`config.mk`:
```
export PLATFORM = sky130hd
export DESIGN_NAME = uart_tx_arbiter_flat
export DESIGN_NICKNAME = d
export VERILOG_FILES = /design/src/rtl/uart_pkg.sv /design/src/rtl/uart_tx_arbiter_if.sv /design/src/rtl/rr_arbiter.sv /design/src/rtl/uart_tx_arbiter.sv /design/src/flat_wrapper.sv
export SDC_FILE = /design/constraint.sdc
export NUM_CORES = 1
export LEC_CHECK = 0
export BUFFER_PORTS_ARGS = -buffer_cell sky130_fd_sc_hd__buf_2
export CORE_UTILIZATION = 45
export DETAILED_ROUTE_END_ITERATION = 6
export PLACE_DENSITY = 0.74
export SYNTH_ARGS = -nofsm -noshare
export SYNTH_HDL_FRONTEND = slang
export SYNTH_HIERARCHICAL = 1
export SYNTH_SLANG_ARGS = --single-unit
```
`constraint.sdc`:
```
create_clock -name i_clk -period 1.76 [get_ports i_clk]
set_input_delay 0.088 -clock i_clk [delete_from_list [all_inputs] [get_ports i_clk]]
set_output_delay 0.088 -clock i_clk [all_outputs]
set_load 0.02 [all_outputs]
```
`src/rtl/uart_pkg.sv`:
```
// Shared types and widths for the UART transmit arbiter.
package uart_pkg;

  localparam int unsigned NUM_REQ = 4;
  localparam int unsigned OWNER_W = 2;
  localparam int unsigned COUNT_W = 16;
  localparam int unsigned DATA_W  = 8;

  typedef enum logic [1:0] {
    ST_IDLE  = 2'd0,
    ST_START = 2'd1,
    ST_BUSY  = 2'd2,
    ST_GAP   = 2'd3
  } state_e;

  // One-hot acknowledge vector for a requester index.
  function automatic logic [NUM_REQ-1:0] onehot(input logic [OWNER_W-1:0] idx);
    logic [NUM_REQ-1:0] v;
    v      = '0;
    v[idx] = 1'b1;
    return v;
  endfunction

endpackage

```
`src/rtl/uart_tx_arbiter_if.sv`:
```
// Requester and transmitter handshake bundle of the UART transmit arbiter.
interface uart_tx_arbiter_if;
  import uart_pkg::*;

  logic [NUM_REQ-1:0]        i_req;
  logic [NUM_REQ*DATA_W-1:0] i_data;
  logic [NUM_REQ-1:0]        o_ack;
  logic [DATA_W-1:0]         o_txdata;
  logic                      o_txstart;
  logic                      i_txbusy;

  // Arbiter side.
  modport slave (
    input  i_req,
    input  i_data,
    input  i_txbusy,
    output o_ack,
    output o_txdata,
    output o_txstart
  );

  // Requesters and transmitter side.
  modport master (
    output i_req,
    output i_data,
    output i_txbusy,
    input  o_ack,
    input  o_txdata,
    input  o_txstart
  );

endinterface

```
`src/rtl/rr_arbiter.sv`:
```
// Round-robin pick: first requester at or after (last + 1) mod NUM_REQ.
module rr_arbiter
  import uart_pkg::*;
(
  input  logic [NUM_REQ-1:0] req,
  input  logic [OWNER_W-1:0] last,
  output logic [OWNER_W-1:0] grant_c,
  output logic               valid_c
);

  logic [OWNER_W-1:0] idx;

  // Scan the ring starting one past the previous winner; the index wraps naturally.
  always_comb begin
    grant_c = '0;
    valid_c = 1'b0;
    idx     = '0;
    for (int unsigned i = 1; i <= NUM_REQ; i++) begin
      idx = last + OWNER_W'(i);
      if (!valid_c && req[idx]) begin
        grant_c = idx;
        valid_c = 1'b1;
      end
    end
  end

endmodule

```
`src/rtl/uart_tx_arbiter.sv`:
```
// Shares one UART transmitter among four byte requesters with round-robin
// grants, a start timeout, and an inter-frame gap.
module uart_tx_arbiter
  import uart_pkg::*;
#(
  parameter int unsigned GAP_CYCLES    = 16,
  parameter int unsigned START_TIMEOUT = 64
) (
  input  logic               i_clk,
  input  logic               i_reset,
  uart_tx_arbiter_if.slave   bus,
  output logic [OWNER_W-1:0] o_owner,
  output logic               o_err,
  input  logic               i_errclr,
  output logic [COUNT_W-1:0] o_txcount
);

  localparam int unsigned GAP_W = (GAP_CYCLES > 1) ? $clog2(GAP_CYCLES) : 1;
  localparam int unsigned TO_W  = (START_TIMEOUT > 1) ? $clog2(START_TIMEOUT) : 1;
  localparam logic [GAP_W-1:0] GAP_LAST = GAP_W'(GAP_CYCLES - 1);
  localparam logic [TO_W-1:0]  TO_LAST  = TO_W'(START_TIMEOUT - 1);
  // With no gap configured a finished or abandoned frame returns straight to IDLE.
  localparam state_e POST_FRAME = (GAP_CYCLES == 0) ? ST_IDLE : ST_GAP;

  state_e               state_q, state_d;
  logic                 txstart_q, txstart_d;
  logic [NUM_REQ-1:0]   ack_q, ack_d;
  logic [DATA_W-1:0]    txdata_q, txdata_d;
  logic [OWNER_W-1:0]   owner_q, owner_d;
  logic [OWNER_W-1:0]   last_q, last_d;
  logic                 err_q, err_d;
  logic [COUNT_W-1:0]   txcount_q, txcount_d;
  logic [TO_W-1:0]      to_cnt_q, to_cnt_d;
  logic [GAP_W-1:0]     gap_cnt_q, gap_cnt_d;

  logic [OWNER_W-1:0]   grant_idx_c;
  logic                 grant_valid_c;

  rr_arbiter u_rr (
    .req     (bus.i_req),
    .last    (last_q),
    .grant_c (grant_idx_c),
    .valid_c (grant_valid_c)
  );

  // Next-state and registered-output computation.
  always_comb begin
    state_d   = state_q;
    txstart_d = txstart_q;
    ack_d     = '0;
    txdata_d  = txdata_q;
    owner_d   = owner_q;
    last_d    = last_q;
    err_d     = err_q;
    txcount_d = txcount_q;
    to_cnt_d  = to_cnt_q;
    gap_cnt_d = gap_cnt_q;

    // Clear first so a timeout in the same cycle wins.
    if (i_errclr) begin
      err_d = 1'b0;
    end

    case (state_q)
      ST_IDLE: begin
        if (grant_valid_c) begin
          state_d   = ST_START;
          txstart_d = 1'b1;
          ack_d     = onehot(grant_idx_c);
          txdata_d  = bus.i_data[{grant_idx_c, 3'b000} +: DATA_W];
          owner_d   = grant_idx_c;
          last_d    = grant_idx_c;
          to_cnt_d  = '0;
        end
      end
      ST_START: begin
        if (bus.i_txbusy) begin
          state_d   = ST_BUSY;
          txstart_d = 1'b0;
        end else if (to_cnt_q == TO_LAST) begin
          state_d   = POST_FRAME;
          txstart_d = 1'b0;
          err_d     = 1'b1;
          gap_cnt_d = '0;
        end else begin
          to_cnt_d = to_cnt_q + TO_W'(1);
        end
      end
      ST_BUSY: begin
        if (!bus.i_txbusy) begin
          state_d   = POST_FRAME;
          txcount_d = txcount_q + COUNT_W'(1);
          gap_cnt_d = '0;
        end
      end
      ST_GAP: begin
        if (gap_cnt_q == GAP_LAST) begin
          state_d   = ST_IDLE;
          gap_cnt_d = '0;
        end else begin
          gap_cnt_d = gap_cnt_q + GAP_W'(1);
        end
      end
      default: begin
        state_d = ST_IDLE;
      end
    endcase
  end

  // State and output registers; reset abandons any frame in flight.
  always_ff @(posedge i_clk) begin
    if (i_reset) begin
      state_q   <= ST_IDLE;
      txstart_q <= 1'b0;
      ack_q     <= '0;
      txdata_q  <= '0;
      owner_q   <= '0;
      last_q    <= OWNER_W'(NUM_REQ - 1);
      err_q     <= 1'b0;
      txcount_q <= '0;
      to_cnt_q  <= '0;
      gap_cnt_q <= '0;
    end else begin
      state_q   <= state_d;
      txstart_q <= txstart_d;
      ack_q     <= ack_d;
      txdata_q  <= txdata_d;
      owner_q   <= owner_d;
      last_q    <= last_d;
      err_q     <= err_d;
      txcount_q <= txcount_d;
      to_cnt_q  <= to_cnt_d;
      gap_cnt_q <= gap_cnt_d;
    end
  end

  assign bus.o_ack     = ack_q;
  assign bus.o_txdata  = txdata_q;
  assign bus.o_txstart = txstart_q;
  assign o_owner       = owner_q;
  assign o_err         = err_q;
  assign o_txcount     = txcount_q;

endmodule

```
`src/flat_wrapper.sv`:
```
// flat-port wrapper written by rule: the top's interface ports become plain ports
module uart_tx_arbiter_flat import uart_pkg::*;
#(
  parameter int unsigned GAP_CYCLES    = 16,
  parameter int unsigned START_TIMEOUT = 64
)
  (i_clk, i_reset, o_owner, o_err, i_errclr, o_txcount, bus_i_req, bus_i_data, bus_i_txbusy, bus_o_ack, bus_o_txdata, bus_o_txstart);
  uart_tx_arbiter_if bus_i ();
  input  logic i_clk;
  input  logic i_reset;
  output logic [OWNER_W-1:0] o_owner;
  output logic o_err;
  input  logic i_errclr;
  output logic [COUNT_W-1:0] o_txcount;
  input wire logic [$bits(bus_i.i_req)-1:0] bus_i_req;
  input wire logic [$bits(bus_i.i_data)-1:0] bus_i_data;
  input wire logic [$bits(bus_i.i_txbusy)-1:0] bus_i_txbusy;
  output wire logic [$bits(bus_i.o_ack)-1:0] bus_o_ack;
  output wire logic [$bits(bus_i.o_txdata)-1:0] bus_o_txdata;
  output wire logic [$bits(bus_i.o_txstart)-1:0] bus_o_txstart;
  assign bus_i.i_req = bus_i_req;
  assign bus_i.i_data = bus_i_data;
  assign bus_i.i_txbusy = bus_i_txbusy;
  assign bus_o_ack = bus_i.o_ack;
  assign bus_o_txdata = bus_i.o_txdata;
  assign bus_o_txstart = bus_i.o_txstart;
  uart_tx_arbiter #(.GAP_CYCLES(GAP_CYCLES), .START_TIMEOUT(START_TIMEOUT)) u_core (.i_clk(i_clk), .i_reset(i_reset), .bus(bus_i), .o_owner(o_owner), .o_err(o_err), .i_errclr(i_errclr), .o_txcount(o_txcount));
endmodule
```
# Word level (Yosys, flattened, before mapping)
# Index checks and enable logic that the tools add are counted.
word_totals:
  regBits: 46
  in_bits: 40
  output_inout_bits: 32
  word_cells: 96
op_classes:
  n_addsub: 6
  n_lt_le_gt_ge: 6
  eq_ne: 12
  n_shift: 1
  muxes: 41
  n_bitwise: 3
  n_reduce_logical: 17
ops:
  columns: ["cell", "n"]
  rows:
  - ["indexed part select 32 x 6 -> 8 bit", 1]
  - ["2-to-1 mux 2 bit", 9]
  - ["2-to-1 mux 6 bit", 3]
  - ["adder 16 x 1 -> 16 bit (second input constant)", 1]
  - ["2-to-1 mux 1 bit", 16]
  - ["2-to-1 mux 4 bit", 4]
  - ["less-than comparator 2 x 3 -> 1 bit (second input constant)", 5]
  - ["case mux 4 bit (3 select lines)", 1]
  - ["case mux 6 bit (2 select lines)", 1]
  - ["AND reduction 4 bit", 3]
  - ["binary-select mux 1 bit (select 2 bit)", 4]
  - ["case mux 2 bit (4 select lines)", 1]
  - ["adder 6 x 1 -> 6 bit (second input constant)", 1]
  - ["== test 6 bit (second input constant)", 1]
  - ["!= test 2 x 1 -> 1 bit (second input constant)", 3]
  - ["!= test 2 bit (second input constant)", 3]
  - ["adder 2 bit (second input constant)", 2]
  - ["adder 4 x 1 -> 4 bit (second input constant)", 1]
  - ["== test 2 bit (second input constant)", 2]
  - ["== test 4 bit (second input constant)", 1]
  - ["logical AND 1 bit", 4]
  - ["AND reduction 2 bit", 2]
  - ["logical NOT 1 bit", 3]
  - ["!= test 3 x 2 -> 1 bit (second input constant)", 1]
  - ["other kinds (11)", 13]

# Depth between registers and ports, before layout
# Gate-level depths: netlist (run 1).
logic_depth:
  word_depth: 17
  mapped_depth: 7
  mapped_depth_nobuf: 6

# By module
# Netlist (run 1), hierarchy kept.
modules_own_cells:
  columns: ["module", "instances", "cells_per_inst", "area_each_um2", "seq_area_each_um2"]
  rows:
  - ["uart_tx_arbiter", 1, 254, 2267.2, 920.9]
  - ["rr_arbiter", 1, 14, 91.3, 0.0]

# Least setup slack after synthesis (run 1)
# OpenSTA, ideal clock, no wires.
synth_timing:
  path_kind: "register to register"
  startpoint: "reg u_core.last_q[1]"
  endpoint: "reg u_core.txdata_q[2] (netlist: u_core/bus.o_txdata[2])"
  setup_time_ns: 0.132
  arrival_ns: 1.770
  required_ns: 1.628
  path_slack_ns: -0.143
  stages_incl_launch_ff: 8
  n_path_buf: 1
  synth_period_minus_slack_ns: 1.903
  cell_sequence: "dfxtp_1 > nand2b_1 > a21oi_2 > o221ai_2 > buf_2 > mux4_2 > nand2_1 > a21oi_1"
synth_via:
  elab_chain_cells: 14
  word_cells_on_any_way: 27
  cone_classes: "add/sub: 3; shift: 1; mux: 16; reduce/logical: 7"
synth_rtl:
  columns: ["element", "line", "rtl"]
  rows:
  - ["from (decl)", "uart_tx_arbiter.sv:30", "logic [OWNER_W-1:0] last_q, last_d;"]
  - ["from (signal assigned)", "uart_tx_arbiter.sv:118", "last_q <= OWNER_W'(NUM_REQ - 1);"]
  - ["from (signal assigned)", "uart_tx_arbiter.sv:129", "last_q <= last_d;"]
  - ["adder 2 x 1 -> 2 bit", "rr_arbiter.sv:19", "idx = last + OWNER_W'(i);"]
  - ["binary-select mux 1 bit (select 2 bit)", "rr_arbiter.sv:20", "if (!valid_c && req[idx]) begin"]
  - ["2-to-1 mux 1 bit (not written as such)", "rr_arbiter.sv:20", null]
  - ["2-to-1 mux 1 bit", "rr_arbiter.sv:20", null]
  - ["logical NOT 1 bit", "rr_arbiter.sv:20", null]
  - ["logical AND 1 bit", "rr_arbiter.sv:20", null]
  - ["2-to-1 mux 1 bit", "rr_arbiter.sv:20", null]
  - ["logical NOT 1 bit", "rr_arbiter.sv:20", null]
  - ["logical AND 1 bit", "rr_arbiter.sv:20", null]
  - ["2-to-1 mux 1 bit", "rr_arbiter.sv:20", null]
  - ["logical NOT 1 bit", "rr_arbiter.sv:20", null]
  - ["logical AND 1 bit", "rr_arbiter.sv:20", null]
  - ["2-to-1 mux 2 bit (*)", "rr_arbiter.sv:20", null]
  - ["net u_core.grant_idx_c[0]", "uart_tx_arbiter.sv:36", "logic [OWNER_W-1:0] grant_idx_c;"]
  - ["indexed part select 32 x 6 -> 8 bit (*)", "uart_tx_arbiter.sv:70", "txdata_d = bus.i_data[{grant_idx_c, 3'b000} +: DATA_W];"]
  - ["to (signal assigned)", "uart_tx_arbiter.sv:127", "txdata_q <= txdata_d;"]
  - ["to (decl)", "uart_tx_arbiter.sv:28", "logic [DATA_W-1:0] txdata_q, txdata_d;"]
# Mark *: on every way through the listed nets, which the timed path passes. The rest lies on a longest branch. The select of a mux whose other input is x is not followed.
# A chain may end at the register's enable or synchronous reset.

# Worst setup path in the final report (run 1)
layout_timing:
  startpoint: "reg u_core.last_q[1]"
  endpoint: "reg u_core.txdata_q[1] (netlist: u_core/bus.o_txdata[1])"
# The elaborated chain is that of the path after synthesis.

==> flow_results.xml, run 1 <==
<?xml version="1.0" encoding="UTF-8"?>
<metrics>
  <group name="global_routing">
    <metric name="grt_ovf" unit="">0</metric>
    <metric name="initial_antenna_violation_count" unit="">0</metric>
    <metric name="grt_pass1_wl" unit="µm">8920</metric>
    <metric name="pin_count_of_the_biggest_net_entering_global_routing" unit="">31</metric>
    <metric name="first_global_vias" unit="">2081</metric>
    <metric name="grt.total_usage" unit="%">20.8</metric>
  </group>
  <group name="logic_synthesis">
    <metric name="synth_adder_area_share" unit="%">3.71</metric>
    <metric name="mappedNetlistNets" unit="">315</metric>
    <metric name="post_synthesis_cell_area" unit="µm²">2360</metric>
    <metric name="synth.lib_cells_used.distinct" unit="">45</metric>
    <metric name="combinational_family_with_the_most_area_after_synthesis" unit="">simple AND/OR/NAND/NOR gates</metric>
    <metric name="yosys.area_share.simple" unit="%">24.6</metric>
    <metric name="yosysTopAreaCellShare" unit="%">39.0</metric>
    <metric name="syn_avg_cell_area" unit="µm²">8.80</metric>
    <metric name="synth_enable_flop_cells" unit="">0</metric>
    <metric name="yosysTopAreaCell" unit="">dfxtp_1</metric>
    <metric name="synth_compound_gate_area_share" unit="%">17.0</metric>
    <metric name="synthXorXnorAreaFrac" unit="%">3.71</metric>
    <metric name="ys_async_sr_fraction" unit="%">0</metric>
    <metric name="synth_warnings" unit="">6</metric>
    <metric name="muxShareOfSynthArea" unit="%">8.06</metric>
    <metric name="post_synth_main_area_contributors" unit="">dfxtp_1 (39%), mux4_2 (7.6%), a21oi_1 (6.6%)</metric>
    <metric name="post_synth_inst_count" unit="">268</metric>
    <metric name="number_of_storage_elements_in_the_synthesis_netlist" unit="">46</metric>
    <metric name="yosys_most_used_dff" unit="">dfxtp_1</metric>
    <metric name="synth_seq_area_share" unit="%">39.0</metric>
  </group>
  <group name="power_and_ir_drop">
    <metric name="power_density" unit="nW/µm²">1160</metric>
    <metric name="totalPowerFinal" unit="mW">3.60</metric>
    <metric name="comb_power_share" unit="%">44.7</metric>
    <metric name="cellLeakagePower" unit="nW">1.33</metric>
    <metric name="netSwitchingPower" unit="mW">1.31</metric>
    <metric name="power.internal" unit="mW">2.30</metric>
    <metric name="switching_share" unit="%">36.2</metric>
    <metric name="power.share.clock" unit="%">18.0</metric>
    <metric name="vdd_ir_drop_max" unit="mV">0.847</metric>
    <metric name="power.share.sequential" unit="%">37.2</metric>
  </group>
  <group name="job">
    <metric name="drv_cap" unit="">0</metric>
  </group>
  <group name="setup_path">
    <metric name="worstPathArrival" unit="ps">1940</metric>
    <metric name="crit_type" unit="">flip-flop to flip-flop</metric>
    <metric name="cpPeakStageDelay" unit="ps">500</metric>
    <metric name="critPathCaptureType" unit="">flip-flop</metric>
    <metric name="worst-r2r-cell-count" unit="">7</metric>
    <metric name="critPathTopFamily" unit="">multiplexers</metric>
    <metric name="worst_setup_path_start_kind" unit="">flip-flop</metric>
    <metric name="cp_max_fo" unit="">5</metric>
    <metric name="critPathBufInv" unit="">1</metric>
    <metric name="crit_path_cell_trace" unit="">nand2b_4 -&gt; a21oi_4 -&gt; o221ai_4 -&gt; clkbuf_16 -&gt; mux4_2 -&gt; nand2_2 -&gt; a21oi_2</metric>
    <metric name="crit_path_top_delay_cell" unit="">mux4_2</metric>
    <metric name="worstReg2RegEnd" unit="">u_core/bus.o_txdata[1]$_SDFFE_PP0N_</metric>
    <metric name="critical_path_required" unit="ps">1920</metric>
    <metric name="ff2ff_setup_slack" unit="ps">-20</metric>
    <metric name="regToRegStartpoint" unit="">u_core/last_q[1]$_SDFFE_PP1N_</metric>
  </group>
  <group name="die">
    <metric name="die-area" unit="µm²">5530</metric>
    <metric name="i_o_pin_count" unit="">72</metric>
    <metric name="floorplan.core_area" unit="µm²">4880</metric>
    <metric name="rows" unit="">25</metric>
    <metric name="die_h" unit="µm">74.4</metric>
    <metric name="die_w" unit="µm">74.4</metric>
    <metric name="initial_core_utilization" unit="%">48.3</metric>
  </group>
  <group name="min_path">
    <metric name="min-delay-start" unit="">i_errclr</metric>
    <metric name="hold_path_depth" unit="">3</metric>
    <metric name="hold_path_end" unit="">u_core/o_err$_SDFF_PP0_</metric>
    <metric name="worstHoldPathType" unit="">primary input to flip-flop</metric>
  </group>
  <group name="sta">
    <metric name="rsz0062_at_grt" unit="">true</metric>
    <metric name="clock.fmax" unit="MHz">561</metric>
    <metric name="worst_slew_margin" unit="%">60.2</metric>
    <metric name="time_the_final_worst_path_needs_with_i_o_delays_and_setup" unit="ps">1780</metric>
    <metric name="final_hold_vio_count" unit="">0</metric>
    <metric name="finalSetupTns" unit="ps">-48.9</metric>
    <metric name="drv_slew" unit="">0</metric>
    <metric name="finalSetupViolations" unit="">3</metric>
    <metric name="setup_slack" unit="ps">-21.4</metric>
    <metric name="finalClockSkew" unit="ps">6.35</metric>
    <metric name="finalCritPeriodShare" unit="%">101</metric>
    <metric name="worstMarginPinSlew" unit="ps">597</metric>
  </group>
  <group name="layout">
    <metric name="num-fill-cells" unit="">418</metric>
    <metric name="mostFrequentLayoutCells" unit="">buf_2 (71), dfxtp_1 (43), nand2_1 (31)</metric>
    <metric name="layout-drive-gt1-share" unit="%">36.0</metric>
    <metric name="postLayoutCoreUtil" unit="%">63.4</metric>
    <metric name="design.final.nets" unit="">402</metric>
    <metric name="area_growth_syn_to_layout" unit="%">31.2</metric>
    <metric name="area_of_the_multi_input_gates" unit="µm²">1420</metric>
    <metric name="finish.cell_count_without_fillers" unit="">423</metric>
    <metric name="regArea" unit="µm²">927</metric>
    <metric name="antenna_cells" unit="">0</metric>
    <metric name="layout_commonest_cell" unit="">buf_2</metric>
  </group>
  <group name="cts">
    <metric name="worstSkewPairLatency" unit="ps">290</metric>
    <metric name="cts_inserted_buffers" unit="">5</metric>
    <metric name="tritoncts_clock_tree" unit="">yes</metric>
    <metric name="cts.root.buffer_cell" unit="">clkbuf_8</metric>
    <metric name="clock_sink_count" unit="">46</metric>
    <metric name="clock_tree.htree_level_count" unit="">2</metric>
    <metric name="number_of_buffers_on_the_longest_clock_path" unit="">2</metric>
    <metric name="cts.clk_slew.worst_paths" unit="ps">80</metric>
  </group>
  <group name="drt">
    <metric name="avgRoutedWirePerCell" unit="µm">13.9</metric>
    <metric name="detailedRoute.firstIterationViolations" unit="">74</metric>
    <metric name="drc" unit="">0</metric>
    <metric name="vias" unit="">2275</metric>
    <metric name="vias_per_cell" unit="">5.38</metric>
    <metric name="drt.antenna.violating_nets" unit="">0</metric>
    <metric name="routed_wirelength" unit="µm">5860</metric>
    <metric name="drt-pass1-iter-count" unit="">4</metric>
  </group>
  <group name="outcome">
    <metric name="failed_checks" unit="">setup timing</metric>
    <metric name="run_status" unit="">finished, violations left</metric>
  </group>
  <group name="placed_design">
    <metric name="place.port_buffers" unit="">71</metric>
    <metric name="place_inst" unit="">409</metric>
    <metric name="detailedPlace.worstSlack" unit="ps">-209</metric>
    <metric name="gpl.final_weighted_congestion" unit="">0.833</metric>
    <metric name="hpwl" unit="µm">4180</metric>
  </group>
</metrics>
[metrics by stage]
step,instance area [µm²],hold slack [ps]
floorplan,2380,270
global placement,2870,388
detailed placement,2870,381
CTS,3000,71.6
global route,3090,101
finish,3090,71.4
[how the worst max path moves through the flow]
| stage | end | from | cells past startpoint |
|---|---|---|---|
| global route | u_core/bus.o_txdata[1]$_SDFFE_PP0N_ | u_core/last_q[1]$_SDFFE_PP1N_ | 7 |
| detailed placement | u_core/bus.o_txdata[7]$_SDFFE_PP0N_ | u_core/last_q[1]$_SDFFE_PP1N_ | 6 |
| floorplan | u_core/bus.o_txdata[2]$_SDFFE_PP0N_ | u_core/last_q[1]$_SDFFE_PP1N_ | 7 |
| CTS | u_core/bus.o_txdata[7]$_SDFFE_PP0N_ | u_core/last_q[1]$_SDFFE_PP1N_ | 7 |
| global placement | u_core/bus.o_txdata[3]$_SDFFE_PP0N_ | u_core/last_q[1]$_SDFFE_PP1N_ | 6 |
| finish | u_core/bus.o_txdata[1]$_SDFFE_PP0N_ | u_core/last_q[1]$_SDFFE_PP1N_ | 7 |
[what timing repair did]
item,4_1_cts,5_1_grt
setup buffers,2,3
gates resized for setup,3,16
pin swaps,1,7
endpoints found under the setup margin,9,20
hold buffers,0,0
gates cloned,0,1
[logic make-up after synthesis]
logic type | count (synthesis)
AOI/OAI and AO/OA | 65
DFF | 46
xor gates and xnor gates | 10
adders and majority gates | 7
and+or+nand+nor | 110
muxes | 9
buffers and inverters | 21
[Yosys cell counts, types with 3 or more instances]
cell type,instances
dfxtp_1,46
nand2_1,34
mux4_2,8
a21oi_1,31
nor3_1,4
nand4_1,4
o21ai_0,9
or3_1,6
ha_1,7
nand2b_1,9
o211ai_1,6
o31ai_1,3
nand3_1,16
and2_1,3
or4_1,3
clkbuf_1,6
inv_1,9
nor2b_1,4
a31oi_1,4
xor2_1,9
buf_2,3
nor2_1,12
and4_1,3
[power by group through the flow]
stage / logic, mW / registers (mW) / clock network (mW)
floorplan: 0.779 / 1.50 / 0
global placement: 1.34 / 1.34 / 0
detailed placement: 1.36 / 1.35 / 0
CTS: 1.43 / 1.33 / 0.675
global route: 1.73 / 1.37 / 0.716
finish: 1.61 / 1.34 / 0.649
[area by class of cell]
type | instances | share of cell area (%)
Inverter | 9 | 1.09
Multi-Input combinational cell | 201 | 45.7
Sequential cell | 46 | 30.0
Clock inverter | 1 | 0.162
Tap cell | 67 | 2.71
Clock buffer | 7 | 2.79
Timing Repair Buffer | 92 | 17.5
[routing by layer]
metal	global-route usage [%]	part of all wire (%)	vias to the layer above
met1	25.4	45	1065
li1	-	-	1155
met5	0	0	-
met2	36.0	51	47
met4	7.34	1.7	0
met3	4.34	2.7	8
[sequential cells by signal, indices dropped and copies added, names as in the netlist]
signal	cells
u_core/gap_cnt_q	4
u_core/bus.o_txdata	8
u_core/bus.o_ack	4
u_core/last_q	2
u_core/bus.o_txstart	1
u_core/o_owner	2
u_core/o_txcount	16
u_core/to_cnt_q	6
u_core/o_err	1
u_core/state_q	2
[tightest hold or removal path: stages]
cell      delay [ps]
buf_2             70
nand2b_1         100
a21oi_1           60
No activity file was read; power rests on OpenSTA's default activity.
==> run 2: changes to the inputs <==
--- a/config.mk
+++ b/config.mk
@@ -9,6 +9,7 @@
 export CORE_UTILIZATION = 45
 export DETAILED_ROUTE_END_ITERATION = 6
 export PLACE_DENSITY = 0.74
+export REMOVE_ABC_BUFFERS = 1
 export SYNTH_ARGS = -nofsm -noshare
 export SYNTH_HDL_FRONTEND = slang
 export SYNTH_HIERARCHICAL = 1
==> run 2 against run 1 <==
  * The flow still finishes with violations (setup timing)
  * Sequential share of layout area is 0.22 points lower
  * Via count increased by 2.4%
  * Die area unchanged
  * Count of clock-buffer cells in the layout down 2
  * Worst setup slack got worse by 3.5 ps
  * Final area is 0.73% higher
  * Register-to-register slack is essentially flat
  * Critical path type unchanged
  * Critical endpoint is now u_core/bus.o_txdata[6]$_SDFFE_PP0N_
==> flow_results.xml, run 2 (synthesized netlist as in run 1, its figures left out) <==
<?xml version="1.0" encoding="UTF-8"?>
<metrics>
  <group name="cts">
    <metric name="tritoncts_clock_tree" unit="">yes</metric>
    <metric name="cts_inserted_buffers" unit="">5</metric>
    <metric name="clock_sink_count" unit="">46</metric>
    <metric name="number_of_buffers_on_the_longest_clock_path" unit="">2</metric>
    <metric name="cts.root.buffer_cell" unit="">clkbuf_8</metric>
    <metric name="worstSkewPairLatency" unit="ps">300</metric>
    <metric name="clock_tree.htree_level_count" unit="">2</metric>
    <metric name="cts.clk_slew.worst_paths" unit="ps">90</metric>
    <metric name="hold_buffers" unit="">0</metric>
  </group>
  <group name="die">
    <metric name="die-area" unit="µm²">5530</metric>
    <metric name="die_h" unit="µm">74.4</metric>
    <metric name="i_o_pin_count" unit="">72</metric>
    <metric name="die_w" unit="µm">74.4</metric>
    <metric name="initial_core_utilization" unit="%">48.3</metric>
    <metric name="rows" unit="">25</metric>
    <metric name="floorplan.core_area" unit="µm²">4880</metric>
  </group>
  <group name="setup_path">
    <metric name="worstPathArrival" unit="ps">1950</metric>
    <metric name="cpPeakStageDelay" unit="ps">520</metric>
    <metric name="crit_path_top_delay_cell" unit="">mux4_2</metric>
    <metric name="critical_path_required" unit="ps">1930</metric>
    <metric name="crit_path_cell_trace" unit="">nand2b_4 -&gt; a21oi_4 -&gt; o221ai_4 -&gt; buf_12 -&gt; mux4_2 -&gt; nand2_2 -&gt; a21oi_2</metric>
    <metric name="critPathCaptureType" unit="">flip-flop</metric>
    <metric name="ff2ff_setup_slack" unit="ps">-20</metric>
    <metric name="crit_type" unit="">flip-flop to flip-flop</metric>
    <metric name="cp_max_fo" unit="">7</metric>
    <metric name="worst_setup_path_start_kind" unit="">flip-flop</metric>
  </group>
  <group name="drt">
    <metric name="drc" unit="">0</metric>
    <metric name="detailedRoute.firstIterationViolations" unit="">94</metric>
    <metric name="avgRoutedWirePerCell" unit="µm">14.4</metric>
    <metric name="vias" unit="">2329</metric>
    <metric name="drt.antenna.violating_nets" unit="">0</metric>
    <metric name="drt-pass1-iter-count" unit="">4</metric>
    <metric name="vias_per_cell" unit="">5.53</metric>
    <metric name="routed_wirelength" unit="µm">6060</metric>
  </group>
  <group name="sta">
    <metric name="final.hold.worst_slack" unit="ps">47.7</metric>
    <metric name="worstMarginPinSlew" unit="ps">584</metric>
    <metric name="final_hold_vio_count" unit="">0</metric>
    <metric name="clock.fmax" unit="MHz">560</metric>
    <metric name="rsz0062_at_grt" unit="">true</metric>
    <metric name="finalSetupTns" unit="ps">-45.1</metric>
    <metric name="finalCritPeriodShare" unit="%">101</metric>
    <metric name="finalClockSkew" unit="ps">5.18</metric>
    <metric name="time_the_final_worst_path_needs_with_i_o_delays_and_setup" unit="ps">1780</metric>
    <metric name="finalSetupViolations" unit="">3</metric>
    <metric name="drv_slew" unit="">0</metric>
    <metric name="worst_slew_margin" unit="%">61.0</metric>
    <metric name="setup_slack" unit="ps">-24.8</metric>
  </group>
  <group name="power_and_ir_drop">
    <metric name="power_density" unit="nW/µm²">1200</metric>
    <metric name="cellLeakagePower" unit="nW">1.33</metric>
    <metric name="vdd_ir_drop_max" unit="mV">0.898</metric>
  </group>
  <group name="global_routing">
    <metric name="grt_pass1_wl" unit="µm">9200</metric>
    <metric name="grt.total_usage" unit="%">21.4</metric>
    <metric name="pin_count_of_the_biggest_net_entering_global_routing" unit="">30</metric>
    <metric name="first_global_vias" unit="">2044</metric>
    <metric name="grt_ovf" unit="">0</metric>
    <metric name="initial_antenna_violation_count" unit="">0</metric>
  </group>
  <group name="layout">
    <metric name="finalInstanceArea" unit="µm²">3120</metric>
    <metric name="flip_flop_count_of_the_largest_register_all_copies_and_words_added" unit="">16</metric>
    <metric name="finish.cell_count_without_fillers" unit="">421</metric>
    <metric name="design.final.nets" unit="">400</metric>
    <metric name="mostFrequentLayoutCells" unit="">buf_2 (71), dfxtp_1 (43), nand2_1 (29)</metric>
    <metric name="layout_commonest_cell" unit="">buf_2</metric>
    <metric name="area_growth_syn_to_layout" unit="%">32.1</metric>
    <metric name="layout-drive-gt1-share" unit="%">37.0</metric>
    <metric name="antenna_cells" unit="">0</metric>
  </group>
  <group name="placed_design">
    <metric name="gpl.final_weighted_congestion" unit="">0.830</metric>
    <metric name="placed_area" unit="µm²">2870</metric>
    <metric name="detailedPlace.worstSlack" unit="ps">-58.3</metric>
    <metric name="place_inst" unit="">409</metric>
    <metric name="hpwl" unit="µm">4320</metric>
    <metric name="place.port_buffers" unit="">71</metric>
  </group>
  <group name="outcome">
    <metric name="failed_checks" unit="">setup timing</metric>
    <metric name="run_status" unit="">finished, violations left</metric>
  </group>
  <group name="job">
    <metric name="drv_cap" unit="">0</metric>
  </group>
  <group name="min_path">
    <metric name="worstHoldPathType" unit="">primary input to flip-flop</metric>
  </group>
</metrics>
[run 2: cell count changes in the layout (fill, tap and decap cells not counted), sizes merged]
| cell | change |
|---|---|
| buf | -2 |
| bufinv | +1 |
| clkinv | -1 |
| clkbuf | -2 |
| clkinvlp | +2 |
[run 2: repair_timing]
item	CTS	global route
pin swaps	0	8
setup buffers	1	2
gates cloned	0	1
endpoints found under the setup margin	9	19
gates resized for setup	2	22
[run 2: metal layers]
layer | GRT usage, % | share of wire, % | vias to the layer above
met3 | 4.20 | 4.8 | 2
met1 | 27.6 | 44 | 1116
li1 | - | - | 1145
met2 | 36.6 | 51 | 66
met5 | 0 | 0 | -
met4 | 5.66 | 0.59 | 0
[run 2: layout make-up]
type	instances	area (µm²)
multi-input cells	201	1430
clock inverters	3	45.0
flip-flops and latches	46	927
inverters	9	33.8
clock buffers	5	68.8
well taps	67	83.8
fillers	422	1760
repair buffers	90	528
[run 2: stage by stage]
step           power, mW  util [%]
6_report            3.74      63.9
5_1_grt             3.95      63.9
4_1_cts             3.56      61.3
3_5_place_dp        2.75      58.7
3_3_place_gp        2.71      58.7
2_1_floorplan       2.21         -
[run 2: final timing paths]
check                                                            to  cells past startpoint                           startpoint
worst max-delay path            u_core/bus.o_txdata[6]$_SDFFE_PP0N_                      7        u_core/last_q[1]$_SDFFE_PP1N_
worst min-delay path                        u_core/o_err$_SDFF_PP0_                      3                             i_errclr
worst max register to register  u_core/bus.o_txdata[6]$_SDFFE_PP0N_                      7        u_core/last_q[1]$_SDFFE_PP1N_
worst min register to register  u_core/bus.o_txdata[5]$_SDFFE_PP0N_                      2  u_core/bus.o_txdata[5]$_SDFFE_PP0N_
[run 2: power breakdown]
group / internal [mW] / switching [mW] / leakage (nW) / total (mW)
sequential: 1.22 / 0.129 / 0.375 / 1.35
clock: 0.423 / 0.372 / 0.0504 / 0.794
combinational: 0.735 / 0.857 / 0.903 / 1.59
total: 2.38 / 1.36 / 1.33 / 3.74
[run 2: critical path: cells and delay by family, from the launching register on]
kind | cells | cell delay (ps)
simple gates | 2 | 220
flops | 1 | 390
mux | 1 | 520
buf+inv | 1 | 170
compound gates | 3 | 360
